<file path="src/rtl/prbs7_gen_tx.sv">
// PRBS7 (x^7 + x^6 + 1) transmit source: one contiguous 64-bit word per enabled cycle,
// with XOR-encoded user bits and an optional single-bit error injector (PRBS7_GEN_ERR_INJ_EN).
module prbs7_gen_tx (
  input  logic        clk,
  input  logic        reset,
  input  logic        en,
  input  logic        seed_load,
  input  logic [6:0]  seed,
  input  logic [15:0] mask,
  input  logic [15:0] user_pattern,
  input  logic        inj_req,
  input  logic [5:0]  inj_pos,
  output logic [63:0] dout,
  output logic        dout_valid,
  output logic        inj_ack,
  output logic [15:0] inj_count,
  output logic [31:0] word_count
);

  localparam int DATA_W = 64;
  localparam int MASK_W = 16;

  function automatic logic [6:0] seed_fix(input logic [6:0] sd);
    return (sd == 7'd0) ? 7'h7F : sd;
  endfunction

  // x[0..6] is the current state (oldest first); the word is x[7..70].
  function automatic logic [DATA_W-1:0] prbs_word(input logic [6:0] s);
    logic [DATA_W+6:0] x;
    x = '0;
    x[6:0] = s;
    for (int n = 0; n < DATA_W; n++) begin
      x[n+7] = x[n+1] ^ x[n];
    end
    return x[DATA_W+6:7];
  endfunction

  function automatic logic [15:0] sat_inc16(input logic [15:0] v);
    return (v == 16'hFFFF) ? v : v + 16'd1;
  endfunction

  logic [6:0]        r_state;
  logic [DATA_W-1:0] r_dout_p1;
  logic              r_vld_p1;
  logic [31:0]       r_wc_p1;

  logic [DATA_W-1:0] w_prbs;
  logic [DATA_W-1:0] w_user;
  logic [DATA_W-1:0] w_inj_vec;
  logic              w_emit;

  assign w_prbs = prbs_word(r_state);
  assign w_user = {4{mask & user_pattern}};
  assign w_emit = en & ~seed_load;

  // Stage p0 -> p1: PRBS expansion, user/injection XOR and counters
  always_ff @(posedge clk) begin
    if (!reset) begin
      r_state   <= seed_fix(seed);
      r_dout_p1 <= '0;
      r_vld_p1  <= 1'b0;
      r_wc_p1   <= '0;
    end else if (seed_load) begin
      r_state  <= seed_fix(seed);
      r_vld_p1 <= 1'b0;
    end else if (en) begin
      r_state   <= w_prbs[DATA_W-1:DATA_W-7];
      r_dout_p1 <= w_prbs ^ w_user ^ w_inj_vec;
      r_vld_p1  <= 1'b1;
      r_wc_p1   <= r_wc_p1 + 32'd1;
    end else begin
      r_vld_p1 <= 1'b0;
    end
  end

`ifdef PRBS7_GEN_ERR_INJ_EN
  typedef enum logic {INJ_IDLE, INJ_PEND} inj_state_t;

  inj_state_t        r_inj_state;
  logic [5:0]        r_inj_pos_q;
  logic              r_inj_ack_p1;
  logic [MASK_W-1:0] r_inj_cnt_p1;
  logic              w_inj_fire;

  // A request is only ever applied on an emitting cycle after the one that captured it.
  assign w_inj_fire = (r_inj_state == INJ_PEND) & w_emit;
  assign w_inj_vec  = w_inj_fire ? (64'd1 << r_inj_pos_q) : '0;

  always_ff @(posedge clk) begin
    if (!reset) begin
      r_inj_state  <= INJ_IDLE;
      r_inj_pos_q  <= '0;
      r_inj_ack_p1 <= 1'b0;
      r_inj_cnt_p1 <= '0;
    end else begin
      r_inj_ack_p1 <= 1'b0;
      case (r_inj_state)
        INJ_IDLE: begin
          if (inj_req) begin
            r_inj_pos_q <= inj_pos;
            r_inj_state <= INJ_PEND;
          end
        end
        INJ_PEND: begin
          if (w_inj_fire) begin
            r_inj_ack_p1 <= 1'b1;
            r_inj_cnt_p1 <= sat_inc16(r_inj_cnt_p1);
            r_inj_state  <= INJ_IDLE;
          end
        end
        default: r_inj_state <= INJ_IDLE;
      endcase
    end
  end

  assign inj_ack   = r_inj_ack_p1;
  assign inj_count = r_inj_cnt_p1;
`else
  logic w_unused_inj;

  assign w_unused_inj = ^{inj_req, inj_pos, w_emit, sat_inc16(16'h0)};
  assign w_inj_vec    = '0;
  assign inj_ack      = 1'b0;
  assign inj_count    = 16'h0;
`endif

  assign dout       = r_dout_p1;
  assign dout_valid = r_vld_p1;
  assign word_count = r_wc_p1;

endmodule

</file>
<file path="config.mk">
export PLATFORM = sky130hd
export DESIGN_NAME = prbs7_gen_tx
export DESIGN_NICKNAME = d
export VERILOG_FILES = /design/src/rtl/prbs7_gen_tx.sv
export SDC_FILE = /design/constraint.sdc
export NUM_CORES = 1
export LEC_CHECK = 0
export BUFFER_PORTS_ARGS = -buffer_cell sky130_fd_sc_hd__buf_2
export CORE_MARGIN = 2
export CORE_UTILIZATION = 50
export CTS_CLUSTER_SIZE = 8
export DETAILED_ROUTE_END_ITERATION = 10
export MAX_ROUTING_LAYER = met4
export PLACE_DENSITY = 0.89
export RECOVER_POWER = 50
export SLEW_MARGIN = 20
export SYNTH_ARGS = -nofsm -noshare
export SYNTH_HDL_FRONTEND = slang
export SYNTH_SLANG_ARGS = --single-unit
</file>
<file path="constraint.sdc">
create_clock -name clk -period 2.52 [get_ports clk]
set_input_delay 0.126 -clock clk [delete_from_list [all_inputs] [get_ports clk]]
set_output_delay 0.126 -clock clk [all_outputs]
set_load 0.01 [all_outputs]
</file>
==> qor_table.md, run 1 <==
| Metric | Value |
|---|---|
| Largest vdd supply drop | 0.0004053 V |
| Buffers on Ports | 139 |
| Amount of wire on met2 after detailed routing | 6694 um |
| Clock root buffer master | sky130_fd_sc_hd__clkbuf_16 |
| Power density relative to cell area | 761.2 nW/um2 |
| Minimum period implied by the final worst setup slack | 2.149 ns |
| Worst max-slew margin expressed relative to the limit | 24.58% |
| Pleak | 0.002514 uW |
| Cell with the largest stage delay on the worst path | sky130_fd_sc_hd__xnor2_1 |
| Hold-fix buffers at CTS | 0 |
| Worst hold-check slack | 0.1225 ns |
| Crit path required time | 2.74 ns |
| Setup repair after global routing missed its margin | no |
| WL met3 | 1024 um |
| Final worst path period share | 85.27% |
| CTS tree | yes |
| Rows | 38 |
| Kind of critical path | reg -> reg |
| Number of DRC violations after detailed routing | 0 |
| Area delta synth->final | 15.83% |
| Maximum clock frequency | 0.4654 GHz |
| Number of routed nets with antenna violations | 0 |
| Vias post-DR | 4749 |
| Top cells by instance count after synthesis | 97 x sky130_fd_sc_hd__dfxtp_1, 76 x sky130_fd_sc_hd__nand2_1, 57 x sky130_fd_sc_hd__xnor2_1 |
| Count of endpoints failing hold in the final timing report | 0 |
| Buffer count from post-CTS setup fixing | 0 |
| #FFs+latches synth | 104 |
| Total I/O pin count | 164 |
| Clock Tree Buf Depth | 2 |
| Cell with the most instances after synthesis | sky130_fd_sc_hd__dfxtp_1 |
| ANT cells | 0 |
| EDFF count, synth | 7 |
| Post-synthesis instance area | 5692 um2 |
| Clock insertion delay at the later pin of the skew report | 0.34 ns |
| Final wirelength | 14060 um |
| Core area | 10980 um2 |
| Data arrival time of the critical path | 2.37 ns |
| Buffers and inverters on the worst path | 1 |
| Yosys warns | 0 |
| Clock skew | 0.005629 ns |
| Chip Height | 110.7 um |
| Pin slew with the least headroom to its limit | 1.131 ns |
| Number of distinct library cells after synthesis | 44 |
| Die area | 12250 um2 |
| Via count of the first global-routing pass | 4406 |
| 1st-pass router iterations | 6 |
| Total routing usage reported by global routing | 22.86% |
| Number of maximum-capacitance violations | 0 |
| Post-detailed-route via-to-cell ratio | 5.421 |
| Reg-to-reg setup timing slack | 0.37 ns |
| H-tree lvl count | 3 |
| Share of cells above drive strength 1 | 11.82% |
| Routed wire per std cell | 16.05 um |
| Number of instances in the synthesized netlist | 611 |
| Post-layout utilization of the core | 60.03% |
| Area share of the leading cell type in the synthesized netlist | 34.12% |
| Weighted congestion at the end of routability-driven global placement | 0.8876 |
| Predominant post-synthesis flop cell | sky130_fd_sc_hd__dfxtp_1 |
| Clock-pin transition on the worst setup and hold timing paths | 0.07 ns |
| Gates resized, CTS repair | 0 |
| Largest net degree at the start of global routing | 68 |
| Largest stage delay on the critical path | 0.61 ns |
| Category of cells accounting for the largest share of critical-path delay | XOR/XNOR gates |
| Critical path peak fanout | 7 |
| DRT iter0 DRCs | 336 |
| Die W | 110.7 um |
| Post-synthesis sequential area ratio | 37.81% |
| Sum Neg Setup Slack | 0 ns |
| Worst Setup End Kind | flop |
| Clock net sink count | 104 |
| Uppermost metal layer occupied by signal nets | met4 |
| Overflow left after global routing | 0 |
| CP most frequent cell | sky130_fd_sc_hd__xnor2_1 |
| Run status | completed |
| Starting utilization of the core area | 51.82% |
| Final setup violation count | 0 |
| Cell-by-cell trace of the critical path | buf_4 -> xnor2_1 -> xnor3_1 -> xnor2_1 -> o21ai_0 |
| Yosys top cell by area | sky130_fd_sc_hd__dfxtp_1 |
| Placed wire-length estimate | 10310 um |
| M1 wire length | 6070 um |
| Fraction of registers with async set or reset after synthesis | 0% |
| Wire length of the first global-routing pass | 22220 um |
| Number of antenna violations at the first check in global routing | 0 |
| TritonCTS Buffers | 9 |
| Synth top area cells | sky130_fd_sc_hd__dfxtp_1 34%, sky130_fd_sc_hd__xnor2_1 8.8%, sky130_fd_sc_hd__xnor3_1 5.9% |
| Nature of the critical path startpoint | flop |
| Final layout net count | 782 |
| Avg Cell Area, Syn | 9.315 um2 |
| Worst hold-check path type | in -> reg |
| Number of fillers in the final layout | 958 |
| Fin. max-slew vios | 0 |
[worst paths after layout]
path / start / to / cells past startpoint
worst max-delay path: r_state[4]$_DFFE_PP_ / dout[38]$_SDFFE_PN0P_ / 5
worst min register to register: dout[56]$_SDFFE_PN0P_ / dout[56]$_SDFFE_PN0P_ / 2
worst min-delay path: seed[1] / r_state[1]$_DFFE_PP_ / 2
worst max register to register: r_state[4]$_DFFE_PP_ / dout[38]$_SDFFE_PN0P_ / 5
[layer usage]
| layer | vias up | GRT usage, % |
|---|---|---|
| met3 | 29 | 5.522 |
| met5 | - | - |
| li1 | 2297 | - |
| met4 | 0 | 7.083 |
| met2 | 180 | 35.38 |
| met1 | 2243 | 29.83 |
[stage by stage]
stage	setup slack (ns)	instances	power [uW]	instance area, um2
detailed placement	0.4202	860	3700	6435
floorplan	0.7458	627	3273	5752
global route	0.3000	876	5248	6593
CTS	0.4023	876	5062	6724
global placement	0.4844	860	3662	6435
finish	0.3713	876	5018	6593
[power by group]
part / internal [uW] / total (uW) / switching, uW
registers: 1800 / 1920 / 118
logic: 879 / 1740 / 859
clock network: 712 / 1360 / 651
[cell type report]
| class | instances | area, um2 | share of cell area, % |
|---|---|---|---|
| well taps | 140 | 175.2 | 2.657 |
| multi-input cells | 454 | 3242 | 49.17 |
| flip-flops and latches | 104 | 2152 | 32.64 |
| repair buffers | 156 | 711.9 | 10.80 |
| clock buffers | 10 | 239.0 | 3.625 |
| clock inverters | 6 | 50.05 | 0.7592 |
| inverters | 6 | 22.52 | 0.3416 |
[worst reg2reg max path: cells and delay by family (launching register included)]
kind	cells	cell delay [ns]
AOI/OAI and AO/OA	1	0.08
xor gates and xnor gates	3	1.09
buffers and inverters	1	0.28
DFF	1	0.58
[sequential cells by signal, summed over array words and instances, names as in the netlist]
signal	flops
r_state	7
dout_valid	1
word_count	32
dout	64
[cells in the final DEF, fill, tap and decap left out, drive strengths merged, types with 9 or more instances in the layout]
master | Yosys | routed
o31ai | 13 | 13
or4 | 14 | 14
conb | 1 | 17
nand4 | 11 | 11
and2 | 11 | 11
inv | 6 | 9
o21a | 14 | 14
nand3 | 11 | 11
nand2 | 76 | 76
nor2 | 52 | 52
clkbuf | 24 | 107
xnor2 | 63 | 63
o21ai | 13 | 13
xnor3 | 15 | 15
xor2 | 33 | 33
buf | 39 | 59
dfxtp | 97 | 97
a21oi | 48 | 48
a211oi | 25 | 25
[cells by family after synthesis]
group,Yosys count,synth area share (%)
AND/OR/NAND/NOR,198,16.51
AO/OA/AOI/OAI,118,13.23
XOR/XNOR,118,25.48
flip-flops,104,37.81
buffers and inverters,69,6.331
multiplexers,2,0.3517
adder cells (fa/ha/maj),1,0.2198
other,1,0.06589
Note: power is estimated with default switching activity, not from simulation.
==> run 2: changes to the inputs <==
RECOVER_POWER = unset   (was 50)
==> run 2 against run 1 <==
Against the previous run: sequential share of layout area is 0.64 points lower; critical path type unchanged; global-route usage unchanged; count of clock-buffer cells in the layout unchanged; first-iteration DRC count down 8.9%; die area unchanged; cell area is 2.0% higher; clock skew is essentially flat; worst hold slack hardly changed; cell count unchanged; clock power about the same; sequential cell count stayed put; fmax about the same.
==> qor_table.md, run 2 (same netlist as run 1, synthesis figures left out) <==
| Metric | Value |
|---|---|
| Kind of critical path | reg -> reg |
| Number of antenna violations at the first check in global routing | 0 |
| Placed wire-length estimate | 10310 um |
| Clock net sink count | 104 |
| Buffers and inverters on the worst path | 1 |
| Number of placed instances, taps included | 860 |
| Final setup violation count | 0 |
| Largest net degree at the start of global routing | 68 |
| Sum Neg Setup Slack | 0 ns |
| Number of DRC violations after detailed routing | 0 |
| Die W | 110.7 um |
| DRT iter0 DRCs | 306 |
| Number of maximum-capacitance violations | 0 |
| Max reg flops | 64 |
| ANT cells | 0 |
| Largest vdd supply drop | 0.0004035 V |
| Setup repair after global routing missed its margin | no |
| Power density relative to cell area | 749.9 nW/um2 |
| Worst r2r path cells | 5 |
| Critical path peak fanout | 7 |
| R2R Path Start | r_state[4]$_DFFE_PP_ |
| Number of fillers in the final layout | 900 |
| Clock insertion delay at the later pin of the skew report | 0.34 ns |
| Number of routed nets with antenna violations | 0 |
| 1st-pass router iterations | 7 |
| Category of cells accounting for the largest share of critical-path delay | XOR/XNOR gates |
| Worst path depth | 5 |
| Commonest cells after routing, fill and taps aside | 139 x sky130_fd_sc_hd__buf_2, 97 x sky130_fd_sc_hd__dfxtp_1, 76 x sky130_fd_sc_hd__nand2_1 |
| Fin. max-slew vios | 0 |
| FF-to-FF End | dout[38]$_SDFFE_PN0P_ |
| Reg-to-reg setup timing slack | 0.37 ns |
| Share of cells above drive strength 1 | 25.27% |
| Overflow left after global routing | 0 |
| Nature of the critical path startpoint | flop |
| Critical path origin | r_state[4]$_DFFE_PP_ |
| Final worst path period share | 85.20% |
| Final wirelength | 13950 um |
| Fin cells | 876 |
| Maximum clock frequency | 0.4658 GHz |
| Buffer count from post-CTS setup fixing | 0 |
| Gates resized, CTS repair | 0 |
| Pleak | 0.002918 uW |
| CP most frequent cell | sky130_fd_sc_hd__xnor2_1 |
| Worst Setup End Kind | flop |
| Starting utilization of the core area | 51.82% |
| Final layout net count | 782 |
| Buffers on Ports | 139 |
| CTS tree | yes |
| Chip Height | 110.7 um |
| Die area | 12250 um2 |
| Crit path required time | 2.75 ns |
| Run status | completed |
| Number of instances on the worst hold path | 2 |
| Wire length of the first global-routing pass | 22220 um |
| Worst hold-check path type | in -> reg |
| TritonCTS Buffers | 9 |
| Cell with the largest stage delay on the worst path | sky130_fd_sc_hd__xnor2_1 |
| Core area | 10980 um2 |
| Total I/O pin count | 164 |
| Clock root buffer master | sky130_fd_sc_hd__clkbuf_16 |
| Launch point of the worst hold path | seed[1] |
| Via count of the first global-routing pass | 4406 |
| Count of endpoints failing hold in the final timing report | 0 |
| Total routing usage reported by global routing | 22.86% |
| Clock-pin transition on the worst setup and hold timing paths | 0.07 ns |
| Worst max-slew margin expressed relative to the limit | 34.91% |
| Area delta synth->final | 18.14% |
| Clock skew | 0.006100 ns |
| Minimum period implied by the final worst setup slack | 2.147 ns |
| Pin slew with the least headroom to its limit | 0.9764 ns |
| H-tree lvl count | 3 |
| Area of the multi-input gates | 3249 um2 |
| Storage cell area | 2152 um2 |
| End of the worst hold path | r_state[1]$_DFFE_PP_ |
| Hold-fix buffers at CTS | 0 |
| Largest stage delay on the critical path | 0.61 ns |
| Clock Tree Buf Depth | 2 |
| Weighted congestion at the end of routability-driven global placement | 0.8876 |
| Cell-by-cell trace of the critical path | buf_4 -> xnor2_1 -> xnor3_1 -> xnor2_1 -> o21ai_0 |
| Routed wire per std cell | 15.93 um |
| Data arrival time of the critical path | 2.37 ns |
| Post-detailed-route via-to-cell ratio | 5.414 |
| Rows | 38 |
| Most common library cell in the layout ignoring fill and taps | sky130_fd_sc_hd__buf_2 |
| Vias post-DR | 4743 |
==> run 2: changes by cell type in the layout (fill, tap and decap cells not counted) <==
| cell | before | now |
|---|---|---|
| sky130_fd_sc_hd__nor2b_1 | 1 | 0 |
| sky130_fd_sc_hd__or2_0 | 1 | 0 |
| sky130_fd_sc_hd__buf_2 | 43 | 139 |
| sky130_fd_sc_hd__buf_4 | 15 | 16 |
| sky130_fd_sc_hd__clkbuf_1 | 97 | 0 |
| sky130_fd_sc_hd__or2_2 | 0 | 1 |
| sky130_fd_sc_hd__nor2b_4 | 0 | 1 |
==> run 2: worst max-delay path by stage <==
stage	slack, ns	to
2_1_floorplan	0.75	dout[44]$_SDFFE_PN0P_
3_3_place_gp	0.48	dout[38]$_SDFFE_PN0P_
3_5_place_dp	0.42	dout[35]$_SDFFE_PN0P_
4_1_cts	0.40	dout[35]$_SDFFE_PN0P_
5_1_grt	0.30	dout[34]$_SDFFE_PN0P_
6_report	0.37	dout[38]$_SDFFE_PN0P_
==> run 2: metal layers <==
| layer | up-vias | global-route usage, % | part of all wire, % |
|---|---|---|---|
| li1 | 2305 | - | - |
| met1 | 2218 | 29.83 | 43 |
| met2 | 194 | 35.38 | 48 |
| met3 | 26 | 5.522 | 6.7 |
| met4 | 0 | 7.083 | 2.0 |
| met5 | - | - | 0 |
==> run 2: worst reg2reg max path: cells and delay by family (launching register included) <==
family          cells  cell delay [ns]
compound gates      1             0.08
flops               1             0.58
buf+inv             1             0.28
xor+xnor            3             1.09
==> run 2: layout make-up <==
type,instances,area share [%]
Clock buffer,10,3.554
Clock inverter,6,0.7443
Inverter,6,0.3349
Multi-Input combinational cell,454,48.33
Sequential cell,104,32.01
Tap cell,140,2.605
Timing Repair Buffer,156,12.43
==> run 2: power by group <==
group	internal, uW	switching, uW	total, uW
logic	911	857	1770
registers	1800	115	1910
clock network	712	648	1360
==> run 2: metrics by stage <==
step | utilization, % | area (um2) | hold WS (ns) | setup slack (ns) | total power [uW]
finish | 61.22 | 6724 | 0.1226 | 0.3730 | 5043
CTS | 61.22 | 6724 | 0.1147 | 0.4023 | 5062
global placement | 58.59 | 6435 | 0.4364 | 0.4844 | 3662
global route | 61.22 | 6724 | 0.1315 | 0.3000 | 5278
floorplan | - | 5752 | 0.2593 | 0.7458 | 3273
detailed placement | 58.59 | 6435 | 0.4396 | 0.4202 | 3700
==> run 3: changes to the inputs <==
REMOVE_ABC_BUFFERS = 1   (was unset)
==> run 3 against run 2 <==
Against the previous run: clock skew is 0.0046 ns higher; utilization up 0.33 points; sequential share of layout area down 0.17 points; fmax fell by 0.81%; critical path depth down 1; largest cell class unchanged; largest power group unchanged.
==> qor_table.md, run 3 (same netlist as run 1, synthesis figures left out) <==
| Metric | Value |
|---|---|
| Die W | 110.7 um |
| Clock-pin transition on the worst setup and hold timing paths | 0.07 ns |
| Worst Setup End Kind | flop |
| Setup repair after global routing missed its margin | no |
| Routed wire per std cell | 15.59 um |
| Largest stage delay on the critical path | 0.69 ns |
| Final setup violation count | 0 |
| Max reg flops | 64 |
| Number of antenna violations at the first check in global routing | 0 |
| Data arrival time of the critical path | 2.43 ns |
| Area delta synth->final | 18.77% |
| Post-detailed-route via-to-cell ratio | 5.428 |
| Largest net degree at the start of global routing | 81 |
| Wire length of the first global-routing pass | 22140 um |
| Rows | 38 |
| Pleak | 0.002934 uW |
| Internal power | 3552 uW |
| Chip Height | 110.7 um |
| Clock root buffer master | sky130_fd_sc_hd__clkbuf_16 |
| H-tree lvl count | 3 |
| Worst hold-check slack | 0.1179 ns |
| Pin slew with the least headroom to its limit | 0.9313 ns |
| Core area | 10980 um2 |
| Power density relative to cell area | 759.0 nW/um2 |
| Switching power | 1579 uW |
| Critical path peak fanout | 10 |
| Die area | 12250 um2 |
| Gates resized, CTS repair | 0 |
| Fin. max-slew vios | 0 |
| Nature of the critical path startpoint | flop |
| Number of maximum-capacitance violations | 0 |
| Share of cells above drive strength 1 | 25.58% |
| Placed wire-length estimate | 9547 um |
| Clock insertion delay at the later pin of the skew report | 0.35 ns |
| Via count of the first global-routing pass | 4460 |
| Number of fillers in the final layout | 924 |
| Cell with the largest stage delay on the worst path | sky130_fd_sc_hd__edfxtp_1 |
| DRT iter0 DRCs | 378 |
| Worst hold-check path type | in -> reg |
| Clock share of power | 28.7% |
| Count of endpoints failing hold in the final timing report | 0 |
| Vias post-DR | 4771 |
| Number of routed nets with antenna violations | 0 |
| Kind of critical path | reg -> reg |
| Largest vdd supply drop | 0.0005408 V |
| Overflow left after global routing | 0 |
| Most common library cell in the layout ignoring fill and taps | sky130_fd_sc_hd__buf_2 |
| Commonest cells after routing, fill and taps aside | 139 x sky130_fd_sc_hd__buf_2, 97 x sky130_fd_sc_hd__dfxtp_1, 76 x sky130_fd_sc_hd__nand2_1 |
| 1st-pass router iterations | 5 |
| Buffers on Ports | 139 |
| TritonCTS Buffers | 9 |
| Post-layout utilization of the core | 61.55% |
| Run status | completed |
| Clock net sink count | 104 |
| Number of DRC violations after detailed routing | 0 |
| Worst max-slew margin expressed relative to the limit | 37.92% |
| Total I/O pin count | 164 |
| Sw frac | 30.78% |
| ANT cells | 0 |
| Starting utilization of the core area | 51.82% |
| Total routing usage reported by global routing | 22.68% |
| Weighted congestion at the end of routability-driven global placement | 0.8381 |
| Fraction of power consumed by sequential logic | 37.3% |
| Final layout net count | 785 |
| Crit path required time | 2.79 ns |
| Clock skew | 0.01071 ns |
| Cell-by-cell trace of the critical path | xnor2_4 -> xor2_4 -> xnor3_1 -> a211oi_2 |
| Buffer count from post-CTS setup fixing | 0 |
| Maximum clock frequency | 0.4620 GHz |
| Final worst path period share | 85.90% |
| Hold-fix buffers at CTS | 0 |
| Share of total power in combinational logic | 34.0% |
| Clock Tree Buf Depth | 2 |
| Final wirelength | 13710 um |
| Minimum period implied by the final worst setup slack | 2.165 ns |
| CTS tree | yes |
run 3: cell count changes in the layout (fill, tap and decap cells not counted), sizes merged:
cell      change
clkinvlp      +1
clkinv        -2
clkbuf        +1
inv           -1
bufinv        +1
buf           +3
run 3: final cells by class:
class | instances | area [um2] | area share [%]
inverters | 6 | 22.52 | 0.3331
well taps | 140 | 175.2 | 2.591
multi-input cells | 454 | 3249 | 48.07
clock buffers | 11 | 252.7 | 3.739
flip-flops and latches | 104 | 2152 | 31.83
clock inverters | 5 | 62.56 | 0.9254
repair buffers | 159 | 845.8 | 12.51
run 3: power groups by stage:
stage	logic, uW	clock network (uW)	registers (uW)
2_1_floorplan	1200	0	2020
3_3_place_gp	1680	0	1950
3_5_place_dp	1710	0	1950
4_1_cts	1750	1490	1920
5_1_grt	1880	1560	1930
6_report	1740	1470	1920
run 3: path summary, 6_finish.rpt:
| check | start | to | slack [ns] | depth (start not counted) |
|---|---|---|---|---|
| worst min-delay path | seed[5] | r_state[5]$_DFFE_PP_ | 0.12 | 3 |
| worst min register to register | dout[56]$_SDFFE_PN0P_ | dout[56]$_SDFFE_PN0P_ | 0.45 | 2 |
| worst max register to register | r_state[1]$_DFFE_PP_ | dout[44]$_SDFFE_PN0P_ | 0.36 | 4 |
| worst max-delay path | r_state[1]$_DFFE_PP_ | dout[44]$_SDFFE_PN0P_ | 0.36 | 4 |
run 3: layer usage:
metal | vias to the layer above | wire, um | global-route usage, %
met2 | 192 | 6727 | 37.22
met1 | 2244 | 5826 | 28.18
met4 | 0 | 306 | 8.083
li1 | 2313 | - | -
met3 | 22 | 847 | 4.210
met5 | - | 0 | -
run 3: worst max-delay path, delay by kind of cell, from the launching register on:
family	cells	cell delay (ns)
compound gates	1	0.24
flops	1	0.69
xor+xnor	3	1.15
run 3: per-stage QoR:
step | power [uW] | setup TNS (ns) | instance area, um2 | cells | setup slack [ns]
after global routing | 5372 | 0 | 6760 | 879 | 0.2363
after detailed placement | 3662 | 0 | 6445 | 863 | 0.4355
after CTS | 5161 | 0 | 6760 | 879 | 0.3406
final | 5131 | 0 | 6760 | 879 | 0.3554
after global placement | 3625 | 0 | 6445 | 863 | 0.4760
after floorplan | 3216 | -104.36 | 5414 | 564 | -2.445
